===== src/rtl/svnet_tree_add_sched_pkg.sv =====
// -----------------------------------------------------------------------------
// svnet_tree_add_sched_pkg
// Shared types and helpers for the tree-adder scheduler.
//   sched_state_e : scheduler FSM states (IDLE, BURST)
//   tag_t         : per-beat tag that travels alongside the shared adder pipe
//   sched_dbg_t   : debug view of the scheduler FSM
//   tree_lat()    : adder latency as a function of COUNT
//   sum_width()   : adder output width
//   id_width()    : requester index width
// -----------------------------------------------------------------------------
package svnet_tree_add_sched_pkg;

  // Tag and debug structs carry requester ids at a fixed width so they can
  // live in the package; blocks narrow them to their own ID_WIDTH.
  // Supports up to 256 requesters.
  localparam int MAX_ID_WIDTH = 8;

  typedef enum logic [0:0] {
    ST_IDLE  = 1'b0,
    ST_BURST = 1'b1
  } sched_state_e;

  typedef struct packed {
    logic                    valid;
    logic [MAX_ID_WIDTH-1:0] id;
    logic                    first;
    logic                    last;
  } tag_t;

  typedef struct packed {
    sched_state_e            state;
    logic [MAX_ID_WIDTH-1:0] lock_id;
    logic [MAX_ID_WIDTH-1:0] rr_ptr;
  } sched_dbg_t;

  // Two register levels per tree level; a single-element tree is a wire.
  function automatic int tree_lat(input int count);
    if (count <= 1) return 0;
    return 2 * $clog2(count);
  endfunction

  function automatic int sum_width(input int count, input int width);
    return $clog2(count) + width;
  endfunction

  function automatic int id_width(input int nreq);
    if (nreq < 2) return 1;
    return $clog2(nreq);
  endfunction

endpackage


===== src/rtl/svnet_rr_arbiter.sv =====
// -----------------------------------------------------------------------------
// svnet_rr_arbiter
// Combinational rotating-priority arbiter. The first asserted request found
// scanning ptr, ptr+1, ... (mod N) wins.
//   req        in  N   request vector
//   ptr        in  IW  highest-priority index (must be < N)
//   gnt_valid  out 1   at least one request asserted
//   gnt_id     out IW  index of the winner (0 when none)
//   gnt_onehot out N   one-hot winner (all zero when none)
// -----------------------------------------------------------------------------
module svnet_rr_arbiter #(
  parameter int N  = 4,
  parameter int IW = 2
) (
  input  logic [N-1:0]  req,
  input  logic [IW-1:0] ptr,
  output logic          gnt_valid,
  output logic [IW-1:0] gnt_id,
  output logic [N-1:0]  gnt_onehot
);

  always_comb begin
    gnt_valid  = 1'b0;
    gnt_id     = '0;
    gnt_onehot = '0;
    // Scan from lowest priority to highest so the highest-priority hit is
    // the one left standing.
    for (int k = N - 1; k >= 0; k--) begin
      if (req[(int'(ptr) + k) % N]) begin
        gnt_valid = 1'b1;
        gnt_id    = IW'((int'(ptr) + k) % N);
      end
    end
    if (gnt_valid) gnt_onehot[gnt_id] = 1'b1;
  end

endmodule


===== src/rtl/svnet_tree_add_sched.sv =====
// -----------------------------------------------------------------------------
// svnet_tree_add_sched
// Shares one external svnet_tree_add between NREQ burst requesters and
// accumulates the per-beat tree sums into one signed result per burst.
//
//   clk, rst          clock, asynchronous active-high reset
//   req_valid[NREQ]   beat valid per requester
//   req_last[NREQ]    final beat of the burst
//   req_data          [NREQ][COUNT][WIDTH] beat vectors
//   req_ready[NREQ]   beat accepted on valid & ready
//   add_i_data_valid  to adder i_data_valid
//   add_i_data        to adder i_data ([COUNT][WIDTH])
//   add_o_data        from adder o_data (SUM_WIDTH)
//   res_valid         single-cycle result pulse
//   res_id            owner of the result
//   res_data          signed burst sum (ACC_WIDTH, wraps)
//   dbg               FSM state, locked requester, round-robin pointer
//
// Handshake: a beat moves when req_valid[i] & req_ready[i] is high at a
// rising clk edge. req_ready is combinational from the FSM state and
// req_valid and never depends on the adder (which has no backpressure).
// A requester may drop valid without a handshake; while valid & !ready it
// must hold its data and last.
//
// Timing: the accepted beat is registered onto add_i_data in the accept
// cycle; the adder returns its sum LAT+1 clocks later (input register plus
// LAT pipeline levels). A tag pipe of LAT+1 stages behind the input stage
// reaches its end in that same cycle, and the result is registered one
// clock later: accept edge to res_valid is LAT+2 clocks.
// -----------------------------------------------------------------------------
module svnet_tree_add_sched
  import svnet_tree_add_sched_pkg::*;
#(
  parameter  int WIDTH     = 8,
  parameter  int COUNT     = 4,
  parameter  int NREQ      = 4,
  parameter  int ACC_WIDTH = 24,
  localparam int SUM_WIDTH = sum_width(COUNT, WIDTH),
  localparam int LAT       = tree_lat(COUNT),
  localparam int ID_WIDTH  = id_width(NREQ)
) (
  input  logic                                  clk,
  input  logic                                  rst,
  input  logic [NREQ-1:0]                       req_valid,
  input  logic [NREQ-1:0]                       req_last,
  input  logic [NREQ-1:0][COUNT-1:0][WIDTH-1:0] req_data,
  output logic [NREQ-1:0]                       req_ready,
  output logic                                  add_i_data_valid,
  output logic [COUNT-1:0][WIDTH-1:0]           add_i_data,
  input  logic [SUM_WIDTH-1:0]                  add_o_data,
  output logic                                  res_valid,
  output logic [ID_WIDTH-1:0]                   res_id,
  output logic signed [ACC_WIDTH-1:0]           res_data,
  output sched_dbg_t                            dbg
);

  // ---------------------------------------------------------------------------
  // Arbitration and FSM
  // ---------------------------------------------------------------------------
  sched_state_e        state, state_nxt;
  logic [ID_WIDTH-1:0] lock_id, lock_nxt;
  logic [ID_WIDTH-1:0] rr_ptr, rr_nxt;

  logic                gnt_valid;
  logic [ID_WIDTH-1:0] gnt_id;
  logic [NREQ-1:0]     gnt_onehot;

  logic [ID_WIDTH-1:0] sel_id;
  logic                accept;
  logic                sel_last;

  svnet_rr_arbiter #(
    .N  (NREQ),
    .IW (ID_WIDTH)
  ) u_arb (
    .req        (req_valid),
    .ptr        (rr_ptr),
    .gnt_valid  (gnt_valid),
    .gnt_id     (gnt_id),
    .gnt_onehot (gnt_onehot)
  );

  function automatic logic [ID_WIDTH-1:0] next_id(input logic [ID_WIDTH-1:0] id);
    if (int'(id) >= NREQ - 1) return '0;
    return id + 1'b1;
  endfunction

  // In BURST only the locked requester is offered ready, so beats of one
  // burst stay contiguous in the adder pipe and one accumulator suffices.
  // Ready is held low while reset is asserted.
  always_comb begin
    req_ready = '0;
    sel_id    = gnt_id;
    if (state == ST_BURST) begin
      sel_id             = lock_id;
      req_ready[lock_id] = 1'b1;
    end else begin
      req_ready = gnt_onehot;
    end
    if (rst) req_ready = '0;
  end

  assign accept   = !rst && ((state == ST_IDLE) ? gnt_valid : req_valid[lock_id]);
  assign sel_last = req_last[sel_id];

  always_comb begin
    state_nxt = state;
    lock_nxt  = lock_id;
    rr_nxt    = rr_ptr;
    case (state)
      ST_IDLE: begin
        if (accept) begin
          if (sel_last) begin
            rr_nxt = next_id(gnt_id);
          end else begin
            state_nxt = ST_BURST;
            lock_nxt  = gnt_id;
          end
        end
      end
      ST_BURST: begin
        if (accept && sel_last) begin
          state_nxt = ST_IDLE;
          rr_nxt    = next_id(lock_id);
        end
      end
      default: state_nxt = ST_IDLE;
    endcase
  end

  always_ff @(posedge clk or posedge rst) begin
    if (rst) begin
      state   <= ST_IDLE;
      lock_id <= '0;
      rr_ptr  <= '0;
    end else begin
      state   <= state_nxt;
      lock_id <= lock_nxt;
      rr_ptr  <= rr_nxt;
    end
  end

  always_comb begin
    dbg         = '0;
    dbg.state   = state;
    dbg.lock_id = MAX_ID_WIDTH'(lock_id);
    dbg.rr_ptr  = MAX_ID_WIDTH'(rr_ptr);
  end

  // ---------------------------------------------------------------------------
  // Input stage: beat to the adder, tag captured alongside it
  // ---------------------------------------------------------------------------
  tag_t in_tag;

  always_ff @(posedge clk or posedge rst) begin
    if (rst) begin
      add_i_data_valid <= 1'b0;
      add_i_data       <= '0;
      in_tag           <= '0;
    end else begin
      add_i_data_valid <= accept;
      if (accept) add_i_data <= req_data[sel_id];
      in_tag.valid <= accept;
      in_tag.id    <= MAX_ID_WIDTH'(sel_id);
      // Any beat accepted from IDLE opens a burst.
      in_tag.first <= (state == ST_IDLE);
      in_tag.last  <= sel_last;
    end
  end

  // ---------------------------------------------------------------------------
  // Tag pipe: LAT+1 stages, the last one lines up with add_o_data
  // ---------------------------------------------------------------------------
  tag_t [LAT:0] tag_pipe;
  tag_t         tag_exit;

  always_ff @(posedge clk or posedge rst) begin
    if (rst) begin
      tag_pipe <= '0;
    end else begin
      tag_pipe[0] <= in_tag;
      for (int k = 1; k <= LAT; k++) tag_pipe[k] <= tag_pipe[k-1];
    end
  end

  assign tag_exit = tag_pipe[LAT];

  // ---------------------------------------------------------------------------
  // Accumulator and result
  // ---------------------------------------------------------------------------
  logic signed [ACC_WIDTH-1:0] acc;
  logic signed [ACC_WIDTH-1:0] sum_x;
  logic signed [ACC_WIDTH-1:0] acc_next;

  assign sum_x    = ACC_WIDTH'($signed(add_o_data));
  // A first beat restarts the sum, so back-to-back bursts need no idle gap.
  assign acc_next = tag_exit.first ? sum_x : acc + sum_x;

  always_ff @(posedge clk or posedge rst) begin
    if (rst) begin
      acc       <= '0;
      res_valid <= 1'b0;
      res_id    <= '0;
      res_data  <= '0;
    end else begin
      res_valid <= tag_exit.valid && tag_exit.last;
      if (tag_exit.valid) begin
        acc <= acc_next;
        if (tag_exit.last) begin
          res_data <= acc_next;
          res_id   <= ID_WIDTH'(tag_exit.id);
        end
      end
    end
  end

endmodule


===== config.mk =====
export PLATFORM = sky130hd
export DESIGN_NAME = svnet_tree_add_sched
export DESIGN_NICKNAME = d
export VERILOG_FILES = /design/src/rtl/svnet_tree_add_sched_pkg.sv /design/src/rtl/svnet_rr_arbiter.sv /design/src/rtl/svnet_tree_add_sched.sv
export SDC_FILE = /design/constraint.sdc
export NUM_CORES = 1
export LEC_CHECK = 0
export ABC_AREA = 0
export CAP_MARGIN = 15
export CORE_ASPECT_RATIO = 0.8
export CORE_MARGIN = 2
export CORE_UTILIZATION = 50
export DETAILED_ROUTE_END_ITERATION = 8
export PLACE_DENSITY = 0.87
export SLEW_MARGIN = 5
export SYNTH_ARGS = -nofsm -noshare
export SYNTH_HDL_FRONTEND = slang
export SYNTH_SLANG_ARGS = --single-unit

===== constraint.sdc =====
create_clock -name clk -period 9.3 [get_ports clk]
set_input_delay 1.395 -clock clk [delete_from_list [all_inputs] [get_ports clk]]
set_output_delay 1.395 -clock clk [all_outputs]
set_load 0.02 [all_outputs]

==> results of run 1 <==
power breakdown:
group / internal (µW) / switching [µW]
Combinational: 840 / 989
Clock: 515 / 230
Sequential: 763 / 149
Total: 2120 / 1370
cells in the final DEF, fill, tap and decap left out, types with 7 or more instances in the layout:
| master | synthesis | final |
|---|---|---|
| dfrtp_1 | 118 | 118 |
| nor3_1 | 9 | 9 |
| o21ai_0 | 23 | 23 |
| xor2_1 | 9 | 9 |
| clkdlybuf4s50_1 | 0 | 216 |
| nand3_1 | 8 | 8 |
| clkbuf_16 | 0 | 17 |
| mux4_2 | 34 | 34 |
| o21ai_1 | 10 | 10 |
| nor2_1 | 39 | 39 |
| a21oi_1 | 48 | 48 |
| ha_1 | 31 | 31 |
| inv_1 | 23 | 22 |
| o21a_1 | 14 | 14 |
| a21o_1 | 7 | 7 |
| mux2i_1 | 9 | 9 |
| nand2_1 | 144 | 144 |
| conb_1 | 1 | 12 |
worst register-to-register path, delay by kind of cell, from the launching register on:
family / cells / cell delay [ns]
compound gates: 6 / 1.15
fa+ha+maj: 2 / 0.63
buf+inv: 1 / 0.08
flops: 1 / 0.34
simple gates: 3 / 0.62
registers in the layout, summed over array words and instances, names as in the netlist:
| name | flops |
|---|---|
| rr_ptr | 2 |
| res_data | 24 |
| in_tag | 5 |
| add_i_data | 32 |
| res_valid | 1 |
| acc | 24 |
| state | 1 |
| lock_id | 2 |
| tag_exit | 5 |
| tag_pipe | 20 |
| res_id | 2 |
through the flow:
step	setup WS [ns]	util, %	power, µW
after floorplan	2.937	-	2133
final	4.156	73.99	3485
after CTS	4.182	73.99	3499
after detailed placement	4.190	68.71	2730
after global routing	3.991	73.99	3698
after global placement	4.287	68.71	2647
layout make-up:
| cell class | count | area [µm²] | area share [%] |
|---|---|---|---|
| inverter | 24 | 92.59 | 0.9723 |
| timing repair buffer | 222 | 2207 | 23.18 |
| clock inverter | 13 | 226.5 | 2.378 |
| tap | 175 | 219.0 | 2.299 |
| multi-input combinational | 470 | 3372 | 35.41 |
| sequential | 118 | 2953 | 31.01 |
| clock buffer | 19 | 452.9 | 4.756 |
logic make-up after synthesis:
family	Yosys count	synth area share, %
XOR/XNOR	15	1.992
buffers and inverters	67	4.799
AO/OA/AOI/OAI	141	14.28
flip-flops	118	44.76
adder cells (fa/ha/maj)	32	6.184
other	1	0.05685
multiplexers	46	13.49
AND/OR/NAND/NOR	224	14.43
path summary, 6_finish.rpt:
path / from / to / slack, ns / cells after the start
max in group asynchronous: rst / acc[12] / 6.49 / 3
hold reg to reg: tag_pipe[23] / tag_pipe[34] / 0.35 / 0
min in group asynchronous: rst / lock_id[1] / 1.45 / 2
setup / recovery: req_valid[0] / req_ready[3] / 4.16 / 10
hold / removal: tag_pipe[23] / tag_pipe[34] / 0.35 / 0
setup reg to reg: acc[0] / acc[20] / 6.38 / 12
per-layer routing:
metal  track usage, %  share of wire, %  vias to the layer above
li1                 -                 -                     2651
met1            30.08                38                     2803
met2            46.93                53                      218
met3            8.085               7.3                       37
met4            9.217               2.0                        0
met5                0                 0                        -
==> impl_metrics.py, run 1 <==
metrics = {
    "outcome": {
        "status": "completed",
    },
    "floorplan": {
        "fp.dieW_um": 132.4,
        "rows": 37,
        "die_y_um": 106.7,
        "io_pins": 229,
        "floorplan.initialDensity_pct": 51.25,
        "die-area_um2": 14130,
        "coreArea_um2": 12870,
    },
    "yosys": {
        "ys_ff_latch": 118,
        "ys_top_cells_by_count": "nand2_1, dfrtp_1, a21oi_1",
        "synthArstFlopShare_pct": 100.0,
        "postSynthAreaPerCell_um2": 10.24,
        "seq_area_frac_synth_pct": 44.76,
        "synth_edf_count": 0,
        "netlist_area_um2": 6596,
        "dominantRegCellSynth": "dfrtp_1",
        "synth.distinct_cells": 58,
        "yosys_warnings": 0,
        "synth_top_area_cell": "dfrtp_1",
        "yosysTopAreaCellShare_pct": 44.76,
        "synth_area_leaders": "dfrtp_1, mux4_2, nand2_1",
        "yosysMostFrequentCell": "nand2_1",
        "synth_cells": 644,
    },
    "sta": {
        "relSlewSlack_pct": 39.26,
        "worstMarginPinSlew_ns": 0.9111,
        "layout_worst_path_cycle_share_pct": 55.31,
        "final_max_slew_viol_count": 0,
        "finalHoldViolCount": 0,
        "rsz0062_at_grt": "false",
        "finalSetupViolCount": 0,
        "whs_ns": 0.3457,
        "max_freq_ghz": 0.1944,
        "fin_worst_skew_ns": 0.006232,
        "tns_ns": 0,
        "period_needed_ns": 5.144,
    },
    "placed_design": {
        "placed_area_um2": 8843,
        "dp_hpwl_mm": 13.41,
        "dpl.cell_count": 1009,
        "port_buffers": 216,
        "place_congestion": 0.9586,
    },
    "flow_run": {
        "cap_violations": 0,
    },
    "setup_path": {
        "path_cells": "clkdlybuf4s50_1 > inv_1 > nor2_1 > a211o_1 > a21oi_2 > ha_1 > and3_1 > a21oi_1 > nor2_1 > clkdlybuf4s50_1",
        "cpPeakStageDelay_ns": 0.61,
        "path_buf_inv": 3,
        "start_kind": "input port",
        "slowest_stage": "clkdlybuf4s50_1",
        "worst_ep_required_time_ns": 7.91,
        "cp-end-kind": "output port",
        "arrival_ns": 3.75,
        "crit_family": "buffers and inverters",
        "critPathKind": "in2out",
        "path_max_fanout": 6,
    },
    "cts": {
        "clock-sinks": 118,
        "hold_buffers": 0,
        "clock_latency_ns": 0.40,
        "path_clk_slew_ns": 0.05,
        "cts-root-buf": "clkbuf_16",
        "h-tree-depth": 4,
        "cts_tree": "yes",
        "cts.path.max_buffers": 2,
        "numCtsBuffers": 17,
        "ctsResizeCount": 0,
        "postCtsSetupBuffers": 0,
    },
    "drt": {
        "routedWlPerCell_um": 17.40,
        "ant_nets": 0,
        "num_vias": 5709,
        "drt-initial-drc-count": 292,
        "drc_errors": 0,
        "first_pass_iters": 4,
        "viasPerCell": 5.484,
        "totalWireLength_mm": 18.12,
    },
    "finish": {
        "fillers": 877,
        "drive_gt1_share_pct": 11.43,
        "n_antenna_cell": 0,
        "nets": 1033,
        "instances_no_fill": 1041,
        "area.growth.synth_to_final_pct": 44.37,
        "design_area_um2": 9523,
    },
    "global_routing": {
        "grtUsageTotal_pct": 26.28,
        "grt_max_degree": 74,
        "gr-total-overflow": 0,
        "grt_pass1_vias": 5990,
        "grt_pass1_wl_mm": 29.22,
        "antenna_found_initial": 0,
    },
    "worst_hold_path": {
        "hp-class": "reg2reg",
    },
    "power": {
        "peakVddDrop_mv": 0.3114,
        "p_per_area_nw_per_um2": 366.0,
        "p_leak_uw": 0.004187,
    },
}
No activity file was read; power rests on OpenSTA's default activity.
==> run 2, diff against run 1 <==
- CORE_UTILIZATION: 50 -> 46
- PLACE_DENSITY: 0.87 -> 0.81
- clock period: 9.3 -> 5.2 ns (I/O delays scaled with it)
==> run 2 against run 1 <==
Compared with the run above: clock skew about the same; first-iteration DRC count is 7.2% higher; clock-buffer cell count stayed put; via count is 2.4% lower; clock power increased by 58%; global-route usage shrank 0.87 points; largest cell class unchanged.
==> impl_metrics.py, run 2 (synthesis gave the netlist of run 1 again) <==
metrics = {
    "setup_path": {
        "cp-end-kind": "output port",
        "r2r-start": "acc[0]",
        "critPathKind": "in2out",
        "arrival_ns": 3.09,
        "path_max_fanout": 6,
        "start_kind": "input port",
        "ff2ff_setup_slack_ns": 2.38,
        "worst_ep_required_time_ns": 4.42,
        "crit_path_start": "req_valid[0]",
    },
    "cts": {
        "cts-root-buf": "clkbuf_16",
        "numCtsBuffers": 17,
        "cts.path.max_buffers": 2,
        "h-tree-depth": 4,
        "hold_buffers": 0,
        "cts_tree": "yes",
        "ctsResizeCount": 0,
        "path_clk_slew_ns": 0.05,
        "postCtsSetupBuffers": 0,
        "clock-sinks": 118,
        "clock_latency_ns": 0.41,
    },
    "floorplan": {
        "floorplan.initialDensity_pct": 46.61,
        "io_pins": 229,
        "coreArea_um2": 14150,
        "rows": 39,
        "die_y_um": 111.1,
        "die-area_um2": 15320,
        "fp.dieW_um": 137.9,
    },
    "power": {
        "p_per_area_nw_per_um2": 639.8,
        "finalPower_uw": 6060,
        "internal_power_uw": 3631,
        "p_sw_share_pct": 40.09,
        "p_clk_share_pct": 19.5,
        "power_frac_comb_pct": 53.5,
        "net-switching-power_uw": 2429,
        "seqPwrFrac_pct": 27.0,
        "p_leak_uw": 0.004153,
        "peakVddDrop_mv": 0.3779,
    },
    "flow_run": {
        "cap_violations": 0,
    },
    "global_routing": {
        "grt_max_degree": 70,
        "grtUsageTotal_pct": 25.41,
        "gr-total-overflow": 0,
        "grt_pass1_wl_mm": 29.77,
        "antenna_found_initial": 0,
        "grt_pass1_vias": 5870,
    },
    "finish": {
        "final_cell_mix": "clkdlybuf4s50_1, nand2_1, dfrtp_1, a21oi_1, nor2_1",
        "fillers": 1080,
        "reg_top3": "add_i_data: 32 flops, acc: 24 flops, res_data: 24 flops",
        "instances_no_fill": 1053,
        "area.growth.synth_to_final_pct": 43.59,
        "design_area_um2": 9472,
        "top_register": "add_i_data",
        "nets": 1035,
        "largest_reg_flops": 32,
        "drive_gt1_share_pct": 11.52,
        "final_common_cell": "clkdlybuf4s50_1",
    },
    "sta": {
        "worstMarginPinSlew_ns": 0.8484,
        "finalSetupViolCount": 0,
        "fin_worst_skew_ns": 0.006000,
        "rsz0062_at_grt": "false",
        "finalHoldViolCount": 0,
        "max_freq_ghz": 0.2582,
        "relSlewSlack_pct": 43.44,
        "period_needed_ns": 3.873,
        "layout_worst_path_cycle_share_pct": 74.48,
        "final_max_slew_viol_count": 0,
        "tns_ns": 0,
    },
    "drt": {
        "totalWireLength_mm": 18.04,
        "drt-initial-drc-count": 313,
        "drt-met1-wl_mm": 7.354,
        "first_pass_iters": 7,
        "ant_nets": 0,
        "num_vias": 5571,
        "routedWlPerCell_um": 17.13,
        "drc_errors": 0,
        "met3_length_mm": 1.320,
        "viasPerCell": 5.291,
        "top_layer": "met4",
        "dr_wl_met2_mm": 8.940,
    },
    "placed_design": {
        "placed_area_um2": 8870,
        "dpl.cell_count": 1020,
        "dp_hpwl_mm": 13.07,
        "place_congestion": 0.8867,
        "port_buffers": 216,
    },
    "outcome": {
        "status": "completed",
    },
    "worst_hold_path": {
        "hp-class": "reg2reg",
        "holdCritStartpoint": "tag_pipe[43]",
    },
}
## run 2: worst paths after layout
check	endpoint	cells past startpoint
setup / recovery	req_ready[3]	10
hold / removal	tag_exit[10]	0
setup reg to reg	acc[20]	12
hold reg to reg	tag_exit[10]	0
max in group asynchronous	acc[22]	3
min in group asynchronous	add_i_data[26]	2
## run 2: routing by layer
| layer | up-vias | track usage, % |
|---|---|---|
| li1 | 2661 | - |
| met1 | 2695 | 31.81 |
| met2 | 189 | 40.13 |
| met3 | 26 | 8.962 |
| met4 | 0 | 10.07 |
| met5 | - | 0 |
## run 2: power groups by stage
| stage | clock [µW] | combinational (µW) | sequential (µW) |
|---|---|---|---|
| global route | 1250 | 3570 | 1690 |
| global placement | 0 | 3170 | 1620 |
| finish | 1180 | 3240 | 1640 |
| CTS | 1200 | 3260 | 1640 |
| detailed placement | 0 | 3230 | 1630 |
| floorplan | 0 | 1960 | 1860 |
## run 2: through the flow
step                setup WS [ns]  hold WS [ns]  util [%]
floorplan                 0.06722        0.3312         -
global placement            1.302        0.3318     62.68
detailed placement          1.251        0.3347     62.68
CTS                         1.311        0.3482     66.91
global route                1.145        0.3470     66.91
finish                      1.327        0.3452     66.93
## run 2: cell type report
class / instances / area (µm²) / share of cell area, %
antenna: 1 / 2.502 / 0.02642
timing repair buffer: 224 / 2222 / 23.46
tap: 184 / 230.2 / 2.431
inverter: 24 / 92.59 / 0.9775
multi-input combinational: 470 / 3372 / 35.60
clock inverter: 13 / 156.4 / 1.651
clock buffer: 19 / 442.9 / 4.676
sequential: 118 / 2953 / 31.18
## run 2: worst max-delay path, stage by stage
cell             delay [ns]
clkdlybuf4s50_1        0.44
inv_1                  0.11
nor2_1                 0.07
a211o_1                0.28
a21oi_2                0.27
ha_1                   0.21
and3_1                 0.15
a21oi_1                0.05
nor2_1                 0.12
clkdlybuf4s50_1        0.61
